`src/rtl/bids22_round_ctrl_if.sv`:
```
// Host round request/result handshake plus the bids22 command and result ports.
// master = round controller side, slave = host and auction unit side.
interface bids22_round_ctrl_if #(
  parameter int DATA_W = 32
);
  logic              cfg_valid;
  logic              cfg_ready;
  logic [DATA_W-1:0] cfg_key;
  logic [DATA_W-1:0] cfg_x_bal;
  logic [DATA_W-1:0] cfg_y_bal;
  logic [DATA_W-1:0] cfg_z_bal;
  logic [2:0]        cfg_mask;
  logic [DATA_W-1:0] cfg_cost;
  logic [DATA_W-1:0] cfg_duration;
  logic              abort;
  logic [3:0]        C_op;
  logic [DATA_W-1:0] C_data;
  logic              C_start;
  logic              ready;
  logic              roundOver;
  logic [DATA_W-1:0] maxBid;
  logic              X_win;
  logic              Y_win;
  logic              Z_win;
  logic [1:0]        err;
  logic              res_valid;
  logic              res_ack;
  logic [1:0]        res_winner;
  logic [DATA_W-1:0] res_maxBid;
  logic [1:0]        res_err;
  logic              res_timeout;

  modport master (
    input  cfg_valid, cfg_key, cfg_x_bal, cfg_y_bal, cfg_z_bal, cfg_mask,
           cfg_cost, cfg_duration, abort, ready, roundOver, maxBid,
           X_win, Y_win, Z_win, err, res_ack,
    output cfg_ready, C_op, C_data, C_start, res_valid, res_winner,
           res_maxBid, res_err, res_timeout
  );

  modport slave (
    output cfg_valid, cfg_key, cfg_x_bal, cfg_y_bal, cfg_z_bal, cfg_mask,
           cfg_cost, cfg_duration, abort, ready, roundOver, maxBid,
           X_win, Y_win, Z_win, err, res_ack,
    input  cfg_ready, C_op, C_data, C_start, res_valid, res_winner,
           res_maxBid, res_err, res_timeout
  );
endinterface

```
`src/rtl/bids22_round_ctrl.sv`:
```
// Round sequencer for bids22: replays a host config as commands, runs, collects the winner, unlocks.
// All outputs registered; command states stall on ready=0, results held until res_ack.
module bids22_round_ctrl #(
  parameter int DATA_W     = 32,
  parameter int RO_TIMEOUT = 16
) (
  input logic                 clk,
  input logic                 reset_n,
  bids22_round_ctrl_if.master bus
);
  localparam int TW = $clog2(RO_TIMEOUT + 1);

  localparam logic [3:0] OP_NOOP   = 4'd0;
  localparam logic [3:0] OP_UNLOCK = 4'd1;
  localparam logic [3:0] OP_LOCK   = 4'd2;
  localparam logic [3:0] OP_LOADX  = 4'd3;
  localparam logic [3:0] OP_LOADY  = 4'd4;
  localparam logic [3:0] OP_LOADZ  = 4'd5;
  localparam logic [3:0] OP_MASK   = 4'd6;
  localparam logic [3:0] OP_TIMER  = 4'd7;
  localparam logic [3:0] OP_CHARGE = 4'd8;

  typedef enum logic [3:0] {
    IDLE, LDX, LDY, LDZ, MASK, COST, TMR, LOCK, RUN, WAIT_RO, REPORT, UNLK
  } state_t;

  state_t            state, state_d;
  logic [DATA_W-1:0] key_q, xbal_q, ybal_q, zbal_q, cost_q, dur_q;
  logic [2:0]        mask_q;
  logic [DATA_W-1:0] run_cnt, run_cnt_d;
  logic [TW-1:0]     tmo_cnt, tmo_cnt_d;
  logic              cfg_ready_q, cfg_ready_d;
  logic [3:0]        c_op_q, c_op_d;
  logic [DATA_W-1:0] c_data_q, c_data_d;
  logic              c_start_q, c_start_d;
  logic              res_valid_q, res_valid_d;
  logic [1:0]        res_winner_q, res_winner_d;
  logic [DATA_W-1:0] res_max_bid_q, res_max_bid_d;
  logic [1:0]        res_err_q, res_err_d;
  logic              res_timeout_q, res_timeout_d;
  logic              accept;
  logic [1:0]        winner;

  assign accept = (state == IDLE) && bus.cfg_valid && cfg_ready_q;

  // Ambiguous results (no flag or several flags) report no winner.
  always_comb begin
    winner = 2'd0;
    case ({bus.Z_win, bus.Y_win, bus.X_win})
      3'b001:  winner = 2'd1;
      3'b010:  winner = 2'd2;
      3'b100:  winner = 2'd3;
      default: winner = 2'd0;
    endcase
  end

  always_comb begin
    state_d       = state;
    run_cnt_d     = run_cnt;
    tmo_cnt_d     = tmo_cnt;
    cfg_ready_d   = 1'b0;
    c_op_d        = OP_NOOP;
    c_data_d      = '0;
    c_start_d     = 1'b0;
    res_valid_d   = res_valid_q;
    res_winner_d  = res_winner_q;
    res_max_bid_d = res_max_bid_q;
    res_err_d     = res_err_q;
    res_timeout_d = res_timeout_q;

    case (state)
      IDLE: begin
        cfg_ready_d = 1'b1;
        if (accept) begin
          cfg_ready_d   = 1'b0;
          state_d       = LDX;
          res_valid_d   = 1'b0;
          res_winner_d  = 2'd0;
          res_max_bid_d = '0;
          res_err_d     = 2'd0;
          res_timeout_d = 1'b0;
        end
      end
      LDX: if (bus.ready) begin
        c_op_d   = OP_LOADX;
        c_data_d = xbal_q;
        state_d  = LDY;
      end
      LDY: if (bus.ready) begin
        c_op_d   = OP_LOADY;
        c_data_d = ybal_q;
        state_d  = LDZ;
      end
      LDZ: if (bus.ready) begin
        c_op_d   = OP_LOADZ;
        c_data_d = zbal_q;
        state_d  = MASK;
      end
      MASK: if (bus.ready) begin
        c_op_d   = OP_MASK;
        c_data_d = {{(DATA_W-3){1'b0}}, mask_q};
        state_d  = COST;
      end
      COST: if (bus.ready) begin
        c_op_d   = OP_CHARGE;
        c_data_d = cost_q;
        state_d  = TMR;
      end
      TMR: if (bus.ready) begin
        c_op_d   = OP_TIMER;
        c_data_d = dur_q;
        state_d  = LOCK;
      end
      LOCK: if (bus.ready) begin
        c_op_d    = OP_LOCK;
        c_data_d  = key_q;
        state_d   = RUN;
        run_cnt_d = (dur_q == '0) ? DATA_W'(1) : dur_q;
      end
      RUN: begin
        // First RUN edge raises C_start without counting, so the count equals high cycles.
        if (bus.abort || (c_start_q && run_cnt == DATA_W'(1))) begin
          state_d   = WAIT_RO;
          tmo_cnt_d = TW'(RO_TIMEOUT);
        end else if (!c_start_q) begin
          c_start_d = 1'b1;
        end else begin
          c_start_d = 1'b1;
          run_cnt_d = run_cnt - DATA_W'(1);
        end
      end
      WAIT_RO: begin
        if (bus.roundOver) begin
          state_d       = REPORT;
          res_valid_d   = 1'b1;
          res_winner_d  = winner;
          res_max_bid_d = bus.maxBid;
          res_err_d     = bus.err;
          res_timeout_d = 1'b0;
        end else if (tmo_cnt <= TW'(1)) begin
          state_d       = REPORT;
          res_valid_d   = 1'b1;
          res_winner_d  = 2'd0;
          res_max_bid_d = '0;
          res_err_d     = 2'd0;
          res_timeout_d = 1'b1;
        end else begin
          tmo_cnt_d = tmo_cnt - TW'(1);
        end
      end
      REPORT: if (bus.res_ack) begin
        res_valid_d = 1'b0;
        state_d     = UNLK;
      end
      UNLK: if (bus.ready) begin
        c_op_d   = OP_UNLOCK;
        c_data_d = key_q;
        state_d  = IDLE;
      end
      default: state_d = IDLE;
    endcase
  end

  always_ff @(posedge clk or negedge reset_n) begin
    if (!reset_n) begin
      state         <= IDLE;
      run_cnt       <= '0;
      tmo_cnt       <= '0;
      cfg_ready_q   <= 1'b0;
      c_op_q        <= OP_NOOP;
      c_data_q      <= '0;
      c_start_q     <= 1'b0;
      res_valid_q   <= 1'b0;
      res_winner_q  <= 2'd0;
      res_max_bid_q <= '0;
      res_err_q     <= 2'd0;
      res_timeout_q <= 1'b0;
    end else begin
      state         <= state_d;
      run_cnt       <= run_cnt_d;
      tmo_cnt       <= tmo_cnt_d;
      cfg_ready_q   <= cfg_ready_d;
      c_op_q        <= c_op_d;
      c_data_q      <= c_data_d;
      c_start_q     <= c_start_d;
      res_valid_q   <= res_valid_d;
      res_winner_q  <= res_winner_d;
      res_max_bid_q <= res_max_bid_d;
      res_err_q     <= res_err_d;
      res_timeout_q <= res_timeout_d;
    end
  end

  always_ff @(posedge clk or negedge reset_n) begin
    if (!reset_n) begin
      key_q  <= '0;
      xbal_q <= '0;
      ybal_q <= '0;
      zbal_q <= '0;
      mask_q <= 3'd0;
      cost_q <= '0;
      dur_q  <= '0;
    end else if (accept) begin
      key_q  <= bus.cfg_key;
      xbal_q <= bus.cfg_x_bal;
      ybal_q <= bus.cfg_y_bal;
      zbal_q <= bus.cfg_z_bal;
      mask_q <= bus.cfg_mask;
      cost_q <= bus.cfg_cost;
      dur_q  <= bus.cfg_duration;
    end
  end

  assign bus.cfg_ready   = cfg_ready_q;
  assign bus.C_op        = c_op_q;
  assign bus.C_data      = c_data_q;
  assign bus.C_start     = c_start_q;
  assign bus.res_valid   = res_valid_q;
  assign bus.res_winner  = res_winner_q;
  assign bus.res_maxBid  = res_max_bid_q;
  assign bus.res_err     = res_err_q;
  assign bus.res_timeout = res_timeout_q;
endmodule
```
`src/flat_wrapper.sv`:
```
// flat-port wrapper written by rule: the top's interface ports become plain ports
module bids22_round_ctrl_flat 
#(
  parameter int DATA_W     = 32,
  parameter int RO_TIMEOUT = 16
)
  (clk, reset_n, bus_cfg_valid, bus_cfg_key, bus_cfg_x_bal, bus_cfg_y_bal, bus_cfg_z_bal, bus_cfg_mask, bus_cfg_cost, bus_cfg_duration, bus_abort, bus_ready, bus_roundOver, bus_maxBid, bus_X_win, bus_Y_win, bus_Z_win, bus_err, bus_res_ack, bus_cfg_ready, bus_C_op, bus_C_data, bus_C_start, bus_res_valid, bus_res_winner, bus_res_maxBid, bus_res_err, bus_res_timeout);
  bids22_round_ctrl_if #(.DATA_W(DATA_W)) bus_i ();
  input logic clk;
  input logic reset_n;
  input wire logic [$bits(bus_i.cfg_valid)-1:0] bus_cfg_valid;
  input wire logic [$bits(bus_i.cfg_key)-1:0] bus_cfg_key;
  input wire logic [$bits(bus_i.cfg_x_bal)-1:0] bus_cfg_x_bal;
  input wire logic [$bits(bus_i.cfg_y_bal)-1:0] bus_cfg_y_bal;
  input wire logic [$bits(bus_i.cfg_z_bal)-1:0] bus_cfg_z_bal;
  input wire logic [$bits(bus_i.cfg_mask)-1:0] bus_cfg_mask;
  input wire logic [$bits(bus_i.cfg_cost)-1:0] bus_cfg_cost;
  input wire logic [$bits(bus_i.cfg_duration)-1:0] bus_cfg_duration;
  input wire logic [$bits(bus_i.abort)-1:0] bus_abort;
  input wire logic [$bits(bus_i.ready)-1:0] bus_ready;
  input wire logic [$bits(bus_i.roundOver)-1:0] bus_roundOver;
  input wire logic [$bits(bus_i.maxBid)-1:0] bus_maxBid;
  input wire logic [$bits(bus_i.X_win)-1:0] bus_X_win;
  input wire logic [$bits(bus_i.Y_win)-1:0] bus_Y_win;
  input wire logic [$bits(bus_i.Z_win)-1:0] bus_Z_win;
  input wire logic [$bits(bus_i.err)-1:0] bus_err;
  input wire logic [$bits(bus_i.res_ack)-1:0] bus_res_ack;
  output wire logic [$bits(bus_i.cfg_ready)-1:0] bus_cfg_ready;
  output wire logic [$bits(bus_i.C_op)-1:0] bus_C_op;
  output wire logic [$bits(bus_i.C_data)-1:0] bus_C_data;
  output wire logic [$bits(bus_i.C_start)-1:0] bus_C_start;
  output wire logic [$bits(bus_i.res_valid)-1:0] bus_res_valid;
  output wire logic [$bits(bus_i.res_winner)-1:0] bus_res_winner;
  output wire logic [$bits(bus_i.res_maxBid)-1:0] bus_res_maxBid;
  output wire logic [$bits(bus_i.res_err)-1:0] bus_res_err;
  output wire logic [$bits(bus_i.res_timeout)-1:0] bus_res_timeout;
  assign bus_i.cfg_valid = bus_cfg_valid;
  assign bus_i.cfg_key = bus_cfg_key;
  assign bus_i.cfg_x_bal = bus_cfg_x_bal;
  assign bus_i.cfg_y_bal = bus_cfg_y_bal;
  assign bus_i.cfg_z_bal = bus_cfg_z_bal;
  assign bus_i.cfg_mask = bus_cfg_mask;
  assign bus_i.cfg_cost = bus_cfg_cost;
  assign bus_i.cfg_duration = bus_cfg_duration;
  assign bus_i.abort = bus_abort;
  assign bus_i.ready = bus_ready;
  assign bus_i.roundOver = bus_roundOver;
  assign bus_i.maxBid = bus_maxBid;
  assign bus_i.X_win = bus_X_win;
  assign bus_i.Y_win = bus_Y_win;
  assign bus_i.Z_win = bus_Z_win;
  assign bus_i.err = bus_err;
  assign bus_i.res_ack = bus_res_ack;
  assign bus_cfg_ready = bus_i.cfg_ready;
  assign bus_C_op = bus_i.C_op;
  assign bus_C_data = bus_i.C_data;
  assign bus_C_start = bus_i.C_start;
  assign bus_res_valid = bus_i.res_valid;
  assign bus_res_winner = bus_i.res_winner;
  assign bus_res_maxBid = bus_i.res_maxBid;
  assign bus_res_err = bus_i.res_err;
  assign bus_res_timeout = bus_i.res_timeout;
  bids22_round_ctrl #(.DATA_W(DATA_W), .RO_TIMEOUT(RO_TIMEOUT)) u_core (.clk(clk), .reset_n(reset_n), .bus(bus_i));
endmodule
```
`config.mk`:
```
export PLATFORM = sky130hd
export DESIGN_NAME = bids22_round_ctrl_flat
export DESIGN_NICKNAME = d
export VERILOG_FILES = /design/src/rtl/bids22_round_ctrl_if.sv /design/src/rtl/bids22_round_ctrl.sv /design/src/flat_wrapper.sv
export SDC_FILE = /design/constraint.sdc
export NUM_CORES = 1
export LEC_CHECK = 0
export CORE_MARGIN = 5
export CORE_UTILIZATION = 35
export DETAILED_ROUTE_END_ITERATION = 7
export PLACE_DENSITY_LB_ADDON = 0.12
export SKIP_LAST_GASP = 1
export SYNTH_ARGS = -nofsm -noshare
export SYNTH_HDL_FRONTEND = slang
export SYNTH_SLANG_ARGS = --single-unit
```
`constraint.sdc`:
```
create_clock -name clk -period 3.13 [get_ports clk]
set_clock_uncertainty 0.1 [all_clocks]
set_input_delay 0.626 -clock clk [delete_from_list [all_inputs] [get_ports clk]]
set_output_delay 0.626 -clock clk [all_outputs]
set_load 0.005 [all_outputs]
```
==> out/qor.txt <==
CP Capture Type = register
Synth unique cells = 54
Initial core utilization = 35.6%
Mapped Cells = 1063
Hold Crit Class = register to register
Static leakage = 8.08 nW
Grt total ovfl = 0
CTS tree = yes
Post-CTS sizing = 0
First-pass GRT wire length = 63.7 mm
Worst-skew pair later-pin latency = 0.54 ns
PD cells = 790 mW/mm^2
Final Hold Viols = 0
Final ANT Viol Nets = 0
Mean routed wirelength per cell = 21.5 microns
Critical Path Start Type = register
DRT Pass-1 Iters = 5
Worst-path clk slew = 0.06 ns
Via count = 10300
Setup tns final = 0 ns
CTS H-tree lvls = 2
Cts bufs inserted = 36
Sink Count = 312
Final setup fails = 0
Pins over their slew limit = 0
#FFs+latches synth = 312
Critical path arrival = 3.03 ns
Max-cap viol count = 0
Final Cell Area = 0.0186 sq mm
Cell area after placement = 0.0175 sq mm
Fill cell count = 3425
Root Driver = clkbuf_16
Die Y-Extent = 206 microns
Crit Path Category = register to register
Clock Path Buffers = 3
Number of synthesized flops with an enable pin = 0
Area Overhead vs Synth = 38.3%
Final min period = 2.67 ns
FP Rows = 71
Port bufs = 314
Final worst-path cycle share = 85.2%
GPL Wtd Cong = 0.827
Worst-path fanout max = 15
Die width = 206 microns
Share of cells above drive strength 1 = 22.2%
Initial antenna violation count = 13
RSZ-0062 raised after global routing = no
Synth Warn # = 0
Largest net degree at the start of global routing = 70
Sequential area share after synthesis = 57.9%
Die area = 0.0425 sq mm
DRT iter0 DRCs = 674
Vias per inst = 5.34
DRC = 0
Hpwl dp = 29.0 mm
Register area = 0.00781 sq mm
F_max = 0.375 GHz
Synth async-reset ratio = 100%
Worst slew margin = 58.3%
Final Net Count = 1623
I/O Pins = 315
Worst Max-Slew Pin Slew = 0.621 ns
Top_reg_cell synth = dfrtp_1
Vias in the first global route = 10700
Core area = 0.0378 sq mm
Outcome = finished clean
Syn_nets = 1306
Area occupied by multi-input gates = 0.00538 sq mm
Required time of the critical path = 3.49 ns
Total Wirelength = 41.3 mm
Mapped Area = 0.0135 sq mm
Mean Syn Cell Area = 12.7 sq um
Maximum VDD drop = 0.000381 V
Total GRT Usage = 19.2%
-- worst paths after layout --
check                                    from                   endpoint  slack, ns  cells past startpoint
max                        u_core.run_cnt[16]         u_core.run_cnt[29]       0.46                      5
min                         u_core.cost_q[24]      u_core.bus.C_data[24]       0.40                      2
max reg2reg                u_core.run_cnt[16]         u_core.run_cnt[29]       0.46                      5
min reg2reg                 u_core.cost_q[24]      u_core.bus.C_data[24]       0.40                      2
max in group asynchronous             reset_n  u_core.bus.res_maxBid[10]       1.50                      3
min in group asynchronous             reset_n       u_core.bus.res_valid       0.56                      2
-- power by group --
| part | leakage, nW | switching (mW) | internal (mW) |
|---|---|---|---|
| Clock | 0.558 | 1.67 | 2.36 |
| Sequential | 4.08 | 1.06 | 5.45 |
| Combinational | 3.44 | 1.79 | 2.40 |
-- state kept, by name, indices dropped and copies added (netlist names) --
signal	cells
u_core.bus.C_data	32
u_core.bus.res_maxBid	32
u_core.cost_q	32
u_core.dur_q	32
u_core.key_q	32
u_core.run_cnt	32
u_core.xbal_q	32
u_core.ybal_q	32
u_core.zbal_q	32
u_core.tmo_cnt	5
u_core.bus.C_op	4
u_core.state	4
u_core.mask_q	3
u_core.bus.res_err	2
u_core.bus.res_winner	2
u_core.bus.C_start	1
u_core.bus.cfg_ready	1
u_core.bus.res_timeout	1
u_core.bus.res_valid	1
-- logic make-up (layout without fill, tap and decap cells) --
| group | after synthesis | after routing | share of synthesized area, % |
|---|---|---|---|
| simple gates | 185 | 185 | 7.49 |
| xor+xnor | 3 | 3 | 0.195 |
| other cells | 0 | 5 | 0 |
| flops | 312 | 312 | 57.9 |
| compound gates | 270 | 270 | 14.8 |
| mux | 199 | 199 | 16.6 |
| buf+inv | 90 | 432 | 2.60 |
| fa+ha+maj | 4 | 4 | 0.371 |
-- through the flow --
step / instances / setup WS, ns / hold slack, ns / util, % / power, mW
after floorplan: 1063 / 0.775 / 0.230 / - / 8.68
after global placement: 1852 / 0.300 / 0.377 / 46.2 / 10.7
after detailed placement: 1852 / 0.287 / 0.386 / 46.2 / 10.8
after CTS: 1916 / 0.495 / 0.400 / 49.2 / 14.9
after global routing: 1920 / 0.333 / 0.413 / 49.3 / 15.6
final: 1921 / 0.463 / 0.396 / 49.3 / 14.7
-- metal layers --
metal | vias to the layer above | track usage, % | routed length, microns
met5 | - | 0 | 103
met4 | 16 | 5.23 | 753
met3 | 68 | 5.84 | 3160
met2 | 312 | 30.0 | 19300
met1 | 5196 | 26.1 | 17900
li1 | 4674 | - | -
-- cells in the mapped netlist (2+ instances only) --
cell       count  area (sq um)
a211oi_1       4          30.0
a21o_1         3          22.5
a21oi_1       18          90.1
a222oi_1       3          30.0
a22o_1        42           368
a22oi_1      102           766
a2bb2oi_1      5          43.8
a31o_2         2          17.5
a31oi_1        4          25.0
and2_1         3          18.8
and3_1         3          18.8
buf_1          3          11.3
buf_2          8          40.0
clkbuf_1      65           244
clkbuf_2       2          10.0
dfrtp_1      312          7810
ha_1           4          50.1
inv_1         12          45.0
mux2_2       198          2230
nand2_1       16          60.1
nand2b_1       7          43.8
nand3_1       34           170
nand3b_1       3          22.5
nand4_1        6          37.5
nor2_1        38           143
nor3_1        25           125
nor3b_1        2          15.0
nor4_1        26           163
nor4b_1        2          17.5
o21ai_0       25           125
o21ai_1        2          10.0
o21bai_1       2          15.0
o22a_1         4          35.0
o22ai_1       20           125
o2bb2ai_1     21           184
o31ai_1        5          37.5
or2_2          6          37.5
or3_1          5          31.3
or4_1          5          37.5
xnor2_1        2          17.5
-- area by class of cell --
type / count / area share (%)
flip-flops and latches: 312 / 41.9
repair buffers: 357 / 19.4
inverters: 12 / 0.242
multi-input cells: 661 / 28.8
clock buffers: 56 / 5.72
clock inverters: 7 / 0.383
diodes: 5 / 0.0671
well taps: 511 / 3.43
-- timing repair --
item | 4_1_cts | 5_1_grt
setup endpoints to repair | 0 | 0
setup buffers | 0 | 0
endpoints found under the hold margin | 48 | 0
hold buffers | 1 | 0
-- cells in the final DEF (no fill, tap or decap), types with 6 or more instances in the layout --
master,instances
clkbuf_8,7
clkdlybuf4s50_1,313
nor3_1,24
mux2_2,198
nand4_1,6
clkbuf_16,37
o21ai_0,25
nand3_1,34
buf_4,30
nand2b_1,6
inv_1,12
o22ai_1,20
nor2_1,34
or2_2,6
nor4_1,26
o2bb2ai_1,21
a22o_1,42
buf_12,12
a22oi_1,102
a21oi_1,17
clkbuf_1,12
nand2_1,16
dfrtp_1,312
-- critical path, cell delays in order, from the launching register on --
cell	delay, ns
dfrtp_1	0.42
or4_1	0.64
or3_1	0.63
or4_1	0.55
o21ai_1	0.13
a22o_1	0.13
(Power assumes the default switching activity.)
